<file path="config.mk">
export PLATFORM = sky130hd
export DESIGN_NAME = aexm_fetch_ctl
export DESIGN_NICKNAME = d
export VERILOG_FILES = /design/src/rtl/aexm_pkg.sv /design/src/rtl/aexm_satcnt.sv /design/src/rtl/aexm_fetch_ctl.sv
export SDC_FILE = /design/constraint.sdc
export NUM_CORES = 1
export LEC_CHECK = 0
export BUFFER_PORTS_ARGS = -buffer_cell sky130_fd_sc_hd__buf_2
export CORE_MARGIN = 2
export CORE_UTILIZATION = 48
export DETAILED_ROUTE_END_ITERATION = 8
export HOLD_SLACK_MARGIN = 0.05
export PLACE_DENSITY = 0.73
export SLEW_MARGIN = 5
export SYNTH_ARGS = -nofsm -noshare
export SYNTH_HDL_FRONTEND = slang
export SYNTH_HIERARCHICAL = 1
export SYNTH_SLANG_ARGS = --single-unit
</file>
<file path="constraint.sdc">
create_clock -name gclk -period 3.9 [get_ports gclk]
set_input_delay 0.195 -clock gclk [delete_from_list [all_inputs] [get_ports gclk]]
set_output_delay 0.195 -clock gclk [all_outputs]
set_load 0.05 [all_outputs]
</file>
<file path="src/rtl/aexm_pkg.sv">
// Shared definitions for the AEXM front end: fetch sequencer state
// encoding, instruction width and the default reset fetch address.
package aexm_pkg;

  localparam int          INSN_W       = 32;
  localparam logic [31:0] RESET_PC_DEF = 32'h0000_0000;

  localparam logic [1:0] ST_INIT  = 2'd0;
  localparam logic [1:0] ST_FETCH = 2'd1;
  localparam logic [1:0] ST_DSLOT = 2'd2;
  localparam logic [1:0] ST_HALT  = 2'd3;

  typedef enum logic [1:0] {
    S_INIT  = ST_INIT,
    S_FETCH = ST_FETCH,
    S_DSLOT = ST_DSLOT,
    S_HALT  = ST_HALT
  } fetch_state_t;

endpackage

</file>
<file path="src/rtl/aexm_satcnt.sv">
// Parameterised up-counter that sticks at all-ones instead of wrapping.
module aexm_satcnt #(
  parameter int W = 16
) (
  input  logic         i_clk,
  input  logic         i_rst,
  input  logic         i_inc,
  output logic [W-1:0] o_cnt
);

  logic [W-1:0] r_cnt;

  // Count qualified events, holding at the maximum value once reached.
  always_ff @(posedge i_clk or posedge i_rst) begin
    if (i_rst) begin
      r_cnt <= '0;
    end else if (i_inc && (r_cnt != {W{1'b1}})) begin
      r_cnt <= r_cnt + W'(1);
    end
  end

  assign o_cnt = r_cnt;

endmodule

</file>
<file path="src/rtl/aexm_fetch_ctl.sv">
// Instruction-fetch sequencer: owns the fetch PC, runs the icache
// request/ack handshake, produces decode/stall-tracker enables and applies
// branch redirects including the single delay slot.
module aexm_fetch_ctl
  import aexm_pkg::*;
#(
  parameter int                ADDR_W   = 32,
  parameter logic [ADDR_W-1:0] RESET_PC = ADDR_W'(RESET_PC_DEF)
) (
  input  logic              gclk,
  input  logic              grst,
  output logic              ic_req,
  output logic [ADDR_W-1:0] ic_addr,
  input  logic              ic_ack,
  input  logic              hold,
  input  logic              halt_i,
  input  logic              br_take,
  input  logic              br_dly,
  input  logic [ADDR_W-1:0] br_target,
  output logic              d_en,
  output logic              oena,
  output logic [ADDR_W-1:0] rPC,
  output logic              halted,
  output logic [15:0]       stall_cnt
);

  fetch_state_t      r_state;
  logic [ADDR_W-1:0] r_fpc;
  logic [ADDR_W-1:0] r_tgt;
  logic [ADDR_W-1:0] r_rpc;
  // Set while a delay-slot redirect is outstanding across a halt.
  logic              r_pend;

  logic              w_active;
  logic              w_kill;
  logic              w_den;
  logic [ADDR_W-1:0] w_br_tgt;
  logic [ADDR_W-1:0] w_fpc_inc;
  logic              w_pend_hold;

  assign w_active    = (r_state == S_FETCH) || (r_state == S_DSLOT);
  // Branches are ignored in the delay slot, so only FETCH can kill a word.
  assign w_kill      = br_take && !br_dly && (r_state == S_FETCH);
  assign w_den       = ic_ack && w_active && !hold && !w_kill;
  assign w_br_tgt    = {br_target[ADDR_W-1:2], 2'b00};
  assign w_fpc_inc   = r_fpc + ADDR_W'(4);
  // A delayed branch recorded in the very cycle halt drops must still count.
  assign w_pend_hold = r_pend || (br_take && br_dly);

  // Sequencer state, fetch PC, pending target and last-accepted PC.
  always_ff @(posedge gclk or posedge grst) begin
    if (grst) begin
      r_state <= S_INIT;
      r_fpc   <= RESET_PC;
      r_tgt   <= '0;
      r_rpc   <= '0;
      r_pend  <= 1'b0;
    end else begin
      case (r_state)
        S_INIT: begin
          r_state <= S_FETCH;
        end
        S_FETCH: begin
          if (br_take && !br_dly) begin
            r_fpc <= w_br_tgt;
            if (halt_i) begin
              r_state <= S_HALT;
              r_pend  <= 1'b0;
            end
          end else if (br_take) begin
            if (w_den) begin
              // Same-cycle word is the delay slot: redirect right after it.
              r_rpc <= r_fpc;
              r_fpc <= w_br_tgt;
            end else begin
              r_tgt <= w_br_tgt;
              if (halt_i) begin
                r_state <= S_HALT;
                r_pend  <= 1'b1;
              end else begin
                r_state <= S_DSLOT;
              end
            end
          end else if (w_den) begin
            r_rpc <= r_fpc;
            r_fpc <= w_fpc_inc;
          end else if (halt_i) begin
            r_state <= S_HALT;
            r_pend  <= 1'b0;
          end
        end
        S_DSLOT: begin
          if (w_den) begin
            r_rpc   <= r_fpc;
            r_fpc   <= r_tgt;
            r_state <= S_FETCH;
          end else if (halt_i) begin
            r_state <= S_HALT;
            r_pend  <= 1'b1;
          end
        end
        S_HALT: begin
          if (br_take) begin
            if (br_dly) begin
              r_tgt  <= w_br_tgt;
              r_pend <= 1'b1;
            end else begin
              r_fpc <= w_br_tgt;
            end
          end
          if (!halt_i) begin
            r_state <= w_pend_hold ? S_DSLOT : S_FETCH;
          end
        end
        default: begin
          r_state <= S_INIT;
        end
      endcase
    end
  end

  aexm_satcnt #(
    .W(16)
  ) u_stall_cnt (
    .i_clk (gclk),
    .i_rst (grst),
    .i_inc (ic_ack && hold && w_active),
    .o_cnt (stall_cnt)
  );

  assign ic_req  = w_active;
  assign oena    = w_active;
  assign halted  = (r_state == S_HALT);
  assign ic_addr = r_fpc;
  assign rPC     = r_rpc;
  assign d_en    = w_den;

endmodule

</file>
---- Word level (Yosys, flattened, before mapping) ----
Index checks and enable logic that the tools add are counted.
storage, ports and cells
  flip-flop bits (word level) ............. 115
  input port bits ......................... 39
cells by class
  add/sub/neg operators ................... 2
  equality and inequality tests ........... 15
  muxes and demuxes ....................... 36
  reductions and logical operators ........ 23
operators with widths
  cell                     count
  $mux W32                 14
  $pmux W32 S2             2
  $pmux W32 S3             1
  $add A32 B3 Y32 const B  1
  $add A16 B1 Y16 const B  1
  $mux W2                  8
  $ne A16 B16 Y1 const B   1
  $ne A2 B2 Y1 const B     8
  $logic_and A1 B1 Y1      9
  $mux W1                  9
  $pmux W2 S4              1
  $ne A3 B2 Y1 const B     2
  $reduce_and A6 Y1        1
  $reduce_and A5 Y1        1
  $eq A2 B2 Y1 const B     2
  $ne A4 B3 Y1 const B     1
  $reduce_and A2 Y1        2
  $reduce_and A4 Y1        1
  $reduce_bool A2 Y1       2
  $logic_not A1 Y1         3
  $pmux W1 S3              1
  $reduce_bool A3 Y1       1
  $eq A2 B1 Y1 const B     1
  $logic_not A2 Y1         1
  $logic_or A1 B1 Y1       2

---- Depth between registers and ports, before layout ----
Gate-level depths: netlist of run 1.
  depth in word-level cells ............... 9
  mapped depth ............................ 11
  depth with buffers taken out ............ 8

---- Cells and area by module ----
Netlist of run 1, hierarchy kept.
by module, submodules not included
  module          instances  cells each  area each (µm²)  seq. area each (µm²)
  aexm_fetch_ctl  1          547         5062.4           2327.2
  aexm_satcnt     1          71          805.8            400.4

---- Worst setup path after synthesis of run 1 ----
Ideal clock, no wire load.
  path kind ............................... register to register
  from .................................... register r_state[0]
  to ...................................... register r_rpc[2] (netlist: rPC[2])
  setup time .............................. 0.067 ns
  arrival ................................. 2.666 ns
  path slack .............................. 1.168 ns
  cell stages (with the launch flop) ...... 11
  clock period less this slack ............ 2.732 ns
  cells stage by stage .................... dfrtp_1 inv_1 ha_1 nand3b_1 a21o_1 buf_2 inv_2 buf_2 buf_1 nand2_1 nand2_1
on the way
  cells in the longest elaborated chain, start to end .. 8
  elaborated cells between the ends (all ways) .. 14
  classes of those cells .................. eq/ne (3); mux (3); reduce/logical (8)
ends and longest elaborated chain
  item                                          line                   text
  from (decl)                                   aexm_fetch_ctl.sv:27   fetch_state_t r_state;
  from (signal assigned)                        aexm_fetch_ctl.sv:112  r_state <= w_pend_hold ? S_DSLOT : S_FETCH;
  $eq A2 B1 Y1 or $eq A2 B2 Y1 (tied branches)  aexm_fetch_ctl.sv:41   assign w_active = (r_state == S_FETCH) || (r_state == S_DSLOT);
  $logic_or A1 B1 Y1 (*)                        aexm_fetch_ctl.sv:41
  named net ic_req                              aexm_fetch_ctl.sv:12   output logic ic_req,
  $logic_and A1 B1 Y1 (*) (3 in series)         aexm_fetch_ctl.sv:44   assign w_den = ic_ack && w_active && !hold && !w_kill;
  named net d_en                                aexm_fetch_ctl.sv:20   output logic d_en,
  $mux W32 (*)                                  --
  $mux W32                                      --
  $pmux W32 S2 (*)                              aexm_fetch_ctl.sv:59   case (r_state)
  to (signal assigned)                          aexm_fetch_ctl.sv:73   r_rpc <= r_fpc;
  to (signal assigned)                          aexm_fetch_ctl.sv:85   r_rpc <= r_fpc;
  to (signal assigned)                          aexm_fetch_ctl.sv:94   r_rpc <= r_fpc;
  to (decl)                                     aexm_fetch_ctl.sv:30   logic [ADDR_W-1:0] r_rpc;
Mark *: on every way through the listed nets, which the timed path passes. The rest lies on a longest branch. The select of a mux whose other input is x is not followed.
A chain may end at the register's enable or synchronous reset.

---- Worst setup path in the final report of run 1 ----
  from .................................... register r_state[0]
  to ...................................... register r_fpc[15] (netlist: ic_addr[15])
on the way
  cells in the longest elaborated chain, start to end .. 7
  elaborated cells between the ends (all ways) .. 16
  classes of those cells .................. eq/ne (7); mux (1); reduce/logical (8)
ends and longest elaborated chain
  item                                                    line                                                              text
  $eq A2 B1 Y1 or $eq A2 B2 Y1 (tied branches)            aexm_fetch_ctl.sv:41, aexm_fetch_ctl.sv:43, aexm_fetch_ctl.sv:59
  $logic_or A1 B1 Y1                                      aexm_fetch_ctl.sv:41
  $logic_and A1 B1 Y1 (3 in series)                       aexm_fetch_ctl.sv:44
  $ne A3 B2 Y1 (no line) or $ne A2 B2 Y1 (tied branches)  --
  $reduce_and A5 Y1 (no line)                             --
  to (signal assigned)                                    aexm_fetch_ctl.sv:65                                              r_fpc <= w_br_tgt;
  to (signal assigned)                                    aexm_fetch_ctl.sv:74                                              r_fpc <= w_br_tgt;
  to (signal assigned)                                    aexm_fetch_ctl.sv:86                                              r_fpc <= w_fpc_inc;
  to (decl)                                               aexm_fetch_ctl.sv:28                                              logic [ADDR_W-1:0] r_fpc;
Several ways; a longest one is shown, not always the timed one.

==> impl_metrics.ini, run 1 <==
[run_status]
outcome = finished clean

[pwr]
power_density_nw_per_um2 = 992
leakagePower_nw = 3.18
power_mw = 6.76
pwr-share-clk_pct = 13.8
p_sw_share_pct = 52.4
seq_power_share_pct = 32.4
internal-power_mw = 3.22
vdd_drop_max_uv = 426
p_comb_share_pct = 53.8
p_sw_mw = 3.54

[timing]
worstMarginPinSlew_ns = 1.10
layout_min_cycle_time_ns = 2.67
worst_clock_skew_ns = 0.00744
slew_headroom_pct = 25.9
max_freq_mhz = 374
drv_slew = 0
fin_crit_sh_pct = 68.5
hold_ws_ns = 0.0703
finalHoldViolations = 0
finalSetupTns_ns = 0
rsz0062_at_grt = no
report.final.setup_viol = 0

[place]
place_hpwl_um = 11100
gp_congestion = 0.873
io_buffers = 116

[finish]
n_fill_cell = 1065
area_growth_pct = 16.2
mostFrequentLayoutCell = nand2_1
drive_gt1_share_pct = 22.3
fin_util_pct = 57.0
layout_common_cells = 119 x nand2_1, 116 x buf_2, 109 x dfrtp_1
nNetsFinal = 759

[logic_synthesis]
yosysSeqAreaShare_pct = 46.5
synthArstFlopShare_pct = 100
synthCells = 618
syn_area_um2 = 5870
synth-edff-count = 0
synthFlopType = dfrtp_1
yosysWarnings = 6
syn_area_per_cell_um2 = 9.50
synthDistinctLibCells = 73
ys_seq_elements = 109

[worst_setup_path]
reg2reg_depth = 6
setup.worst_path.class = reg -> reg
r2r_start = r_state[0]
worstPathRequired_ns = 4.14
r2r-end = ic_addr[15]
endpoint = ic_addr[15]
r2r_slack_ns = 1.23
cp.arrival_ns = 2.91
worstSetupStartpoint = r_state[0]
cp-start-kind = flip-flop
end_kind = flip-flop
critPathMaxFanout = 25

[clocking]
post_cts_buffers = 0
clockBufferDepth = 2
cts-root-buf = clkbuf_16
cts_buffers = 9
cts_sinks = 109
cts.clk_slew.worst_paths_ns = 0.07
cts_tree = done
htree_levels = 3
worstSkewPairLatency_ns = 0.36
postCtsResizedCells = 0

[route]
firstDrtPassIters = 7
route.detailed.wl_per_inst_um = 18.7
drtIter0Drc = 414
vias = 5278
wirelength_um = 16200
routed_via_density = 6.09
ant_nets = 0
post-route-drc-count = 0

[die]
die_h_um = 115
start_util_pct = 49.1
core_um2 = 12000
die_w_um = 115
top_level_ports = 123
core.rowCount = 40
die_area_um2 = 13100

[min_path]
hp-class = in -> reg

[global_routing]
grt-ovfl-total = 0
grt_pass1_vias = 5043
antenna_found_initial = 1
grt_use_total_pct = 25.0
grt_pass1_wl_um = 25800
grt_start_max_net_pins = 57

[flow_run]
drv_cap = 0
## cell families (layout without fill, tap and decap cells)
group	Yosys count	in the layout	share of synthesized area [%]
other	1	5	0.0639
AOI/OAI and AO/OA	152	152	18.2
DFF	109	109	46.5
xor gates and xnor gates	15	15	2.24
adders and majority gates	6	6	1.28
buffers and inverters	55	153	4.39
and+or+nand+nor	245	245	20.7
muxes	35	35	6.67
## power groups by stage
stage / Clock [mW] / Combinational, mW / Sequential [mW]
after floorplan: 0 / 1.81 / 3.11
after global placement: 0 / 3.54 / 2.15
after detailed placement: 0 / 3.62 / 2.19
after CTS: 0.955 / 3.64 / 2.17
after global routing: 0.990 / 3.91 / 2.25
final: 0.935 / 3.64 / 2.19
## through the flow
step	setup WS (ns)	cell area [µm²]	std cells
after CTS	1.23	6810	866
after global routing	1.01	6820	867
after global placement	1.32	6500	849
final	1.23	6820	867
after detailed placement	1.25	6500	849
after floorplan	1.17	5880	621
## registers in the layout, summed over array words and instances (netlist names)
signal             flops
u_stall_cnt/o_cnt     16
rPC                   30
ic_addr               30
r_state                2
r_pend                 1
r_tgt                 30
## critical path, cell delays in order (launching register included)
cell,delay [ns]
dfrtp_1,0.42
inv_1,0.08
ha_1,0.52
a21oi_1,0.34
o21a_1,0.68
o21ai_0,0.19
a221o_1,0.32
## synthesized netlist by cell type, types with 5 or more instances
cell,count,area [µm²]
o21ai_0,17,85.1
buf_4,5,37.5
xnor2_1,14,123
inv_1,9,33.8
a22o_1,7,61.3
and3_1,8,50.1
mux2_1,30,338
nor3_1,7,35.0
dfrtp_1,109,2730
a221oi_1,16,140
ha_1,6,75.1
a31oi_1,7,43.8
buf_2,14,70.1
a22oi_1,5,37.5
a211oi_1,5,37.5
a21oi_1,28,140
nor2_1,34,128
o21ai_1,17,85.1
nand2_1,119,447
a2bb2oi_1,6,52.6
nand4_1,16,100
nand3_1,23,115
clkbuf_1,20,75.1
## worst min-delay path by stage
stage,endpoint,slack (ns),depth (start not counted),start
3_5_place_dp,u_stall_cnt/o_cnt[6],0.31,2,grst
6_report,r_tgt[5],0.07,2,br_target[5]
4_1_cts,r_tgt[5],0.07,2,br_target[5]
3_3_place_gp,u_stall_cnt/o_cnt[2],0.31,2,grst
2_1_floorplan,u_stall_cnt/o_cnt[0],0.11,1,grst
5_1_grt,r_tgt[5],0.07,2,br_target[5]
## area by class of cell
class	count	area [µm²]	area share, %
tap	147	184	2.70
clock buffer	9	225	3.30
antenna	1	2.50	0.0367
clock inverter	7	73.8	1.08
timing repair buffer	126	658	9.65
inverter	11	42.5	0.624
multi-input combinational	457	2900	42.6
sequential	109	2730	40.0
## routing by layer
| metal | vias up | global-route usage (%) | wire length (µm) |
|---|---|---|---|
| li1 | 2446 | - | - |
| met1 | 2583 | 33.3 | 6950 |
| met2 | 229 | 40.8 | 7860 |
| met3 | 20 | 3.97 | 1130 |
| met4 | 0 | 10.1 | 266 |
| met5 | - | 0 | 0 |
## what timing repair did
item | 4_1_cts | 5_1_grt
hold endpoints to repair | 53 | 0
hold buffers | 1 | 0
setup endpoints to repair | 0 | 0
(Power assumes the default switching activity.)
==> inputs of run 2 (changes only) <==
==> constraint.sdc (replaced) <==
create_clock -name gclk -period 2.75 [get_ports gclk]
set_input_delay 0.1375 -clock gclk [delete_from_list [all_inputs] [get_ports gclk]]
set_output_delay 0.1375 -clock gclk [all_outputs]
set_load 0.05 [all_outputs]
==> run 2 against run 1 <==
Die area unchanged. Via count up 5.2%. Cell count up 4.5%. Setup slack worse by 1.1 ns. Sequential share of layout area down 2.1 points. Clock power up 39%. Total power up 44%. Design area up 5.6%. Register-to-register slack worse by 0.96 ns. Global-route usage up 1.2 points. Combinational power up 48%. Critical path type is now reg -> out. Largest cell class unchanged.
==> impl_metrics.ini, run 2 (synthesis gave the netlist of run 1 again) <==
[run_status]
outcome = finished clean

[flow_run]
drv_cap = 0

[timing]
worstMarginPinSlew_ns = 1.08
worst_clock_skew_ns = 0.00699
rsz0062_at_grt = no
slew_headroom_pct = 27.6
layout_min_cycle_time_ns = 2.60
finalSetupTns_ns = 0
fin_crit_sh_pct = 94.6
finalHoldViolations = 0
report.final.setup_viol = 0
drv_slew = 0
fin_ws_ns = 0.149
max_freq_mhz = 384

[finish]
drive_gt1_share_pct = 22.9
diodes = 0
nNetsFinal = 799
area_growth_pct = 22.6
n_fill_cell = 1043
mostFrequentLayoutCell = nand2_1
layout_common_cells = 119 x nand2_1, 116 x buf_2, 109 x dfrtp_1

[clocking]
cts-root-buf = clkbuf_16
cts_buffers = 9
post_cts_buffers = 0
worstSkewPairLatency_ns = 0.36
cts_tree = done
postCtsHoldBufs = 26
cts_sinks = 109
cts.clk_slew.worst_paths_ns = 0.07
htree_levels = 3
clockBufferDepth = 2
postCtsResizedCells = 0

[global_routing]
grtUsageMet3_pct = 3.86
met1_usage_pct = 35.7
grt-ovfl-total = 0
grt_start_max_net_pins = 45
grt.busiest_layer = met2
antenna_found_initial = 0
grt_pass1_vias = 5312
grt_use_total_pct = 26.2
grt_pass1_wl_um = 26900
grt.met2_usage_pct = 40.6

[route]
vias = 5555
routed_via_density = 6.13
firstDrtPassIters = 5
route.detailed.wl_per_inst_um = 18.7
ant_nets = 0
post-route-drc-count = 0
wirelength_um = 17000
drtIter0Drc = 519

[place]
place_ws_ns = 0.317
place_hpwl_um = 11600
io_buffers = 116
gp_congestion = 0.889

[die]
core_um2 = 12000
top_level_ports = 123
die_area_um2 = 13100
die_w_um = 115
core.rowCount = 40
die_h_um = 115
start_util_pct = 49.1

[worst_setup_path]
cp.arrival_ns = 2.46
worstPathRequired_ns = 2.61
critPathMaxFanout = 28
setup.worst_path.class = reg -> out
cp-start-kind = flip-flop
end_kind = primary output
r2r_slack_ns = 0.27

[pwr]
p_sw_mw = 5.07
p_sw_share_pct = 51.9
p_comb_share_pct = 55.3
internal-power_mw = 4.70
power_density_nw_per_um2 = 1360
leakagePower_nw = 3.37
pwr-share-clk_pct = 13.4
seq_power_share_pct = 31.4
vdd_drop_max_uv = 678

[min_path]
hp-class = in -> reg
-- run 2: changes by cell type in the layout (fill, tap and decap cells not counted), sizes merged --
cell | before | now
dlygate4sd3 | 1 | 26
buf | 125 | 140
clkbuf | 9 | 11
inv | 12 | 10
clkinv | 4 | 5
clkinvlp | 1 | 0
diode | 1 | 0
-- run 2: worst max-delay path, stage by stage, from the launching register on --
cell and delay [ns]:
dfrtp_1 0.43, inv_1 0.09, ha_1 0.36, nand3b_1 0.20, a21o_1 0.26, inv_2 0.12
buf_4 0.31, buf_2 0.33
-- run 2: worst paths after layout --
| kind | start | endpoint | cells past startpoint |
|---|---|---|---|
| setup reg to reg | r_state[0] | ic_addr[27] | 7 |
| hold / removal | br_target[14] | r_tgt[14] | 2 |
| max in group asynchronous | grst | rPC[31] | 4 |
| min in group asynchronous | grst | u_stall_cnt/o_cnt[5] | 3 |
| hold reg to reg | rPC[8] | rPC[8] | 2 |
| setup / recovery | r_state[0] | d_en | 7 |
-- run 2: layout make-up --
class	instances	area, µm²	share of cell area (%)
tap	147	184	2.56
timing repair buffer	166	1050	14.5
multi-input combinational	457	2900	40.3
sequential	109	2730	37.9
inverter	11	42.5	0.591
clock inverter	5	50.0	0.696
clock buffer	11	243	3.37
-- run 2: through the flow --
stage / cell area [µm²] / util (%) / std cells / power [mW] / hold WS [ns]
6_report: 7200 / 60.2 / 906 / 9.76 / 0.0559
4_1_cts: 7200 / 60.2 / 906 / 9.71 / 0.0515
5_1_grt: 7200 / 60.2 / 906 / 10.3 / 0.0560
2_1_floorplan: 5880 / - / 621 / 6.97 / 0.0512
3_5_place_dp: 6640 / 55.5 / 864 / 8.37 / 0.260
3_3_place_gp: 6640 / 55.5 / 864 / 8.19 / 0.253
-- run 2: per-layer routing --
layer / vias up / routed length [µm]
met5: - / 0
met4: 0 / 442
met3: 40 / 1380
met2: 295 / 7920
met1: 2689 / 7220
li1: 2531 / -
-- run 2: power groups by stage --
stage | logic, mW | registers, mW | clock network (mW)
final | 5.40 | 3.06 | 1.30
after global routing | 5.77 | 3.15 | 1.38
after CTS | 5.36 | 3.03 | 1.32
after detailed placement | 5.31 | 3.06 | 0
after global placement | 5.17 | 3.01 | 0
after floorplan | 2.56 | 4.41 | 0
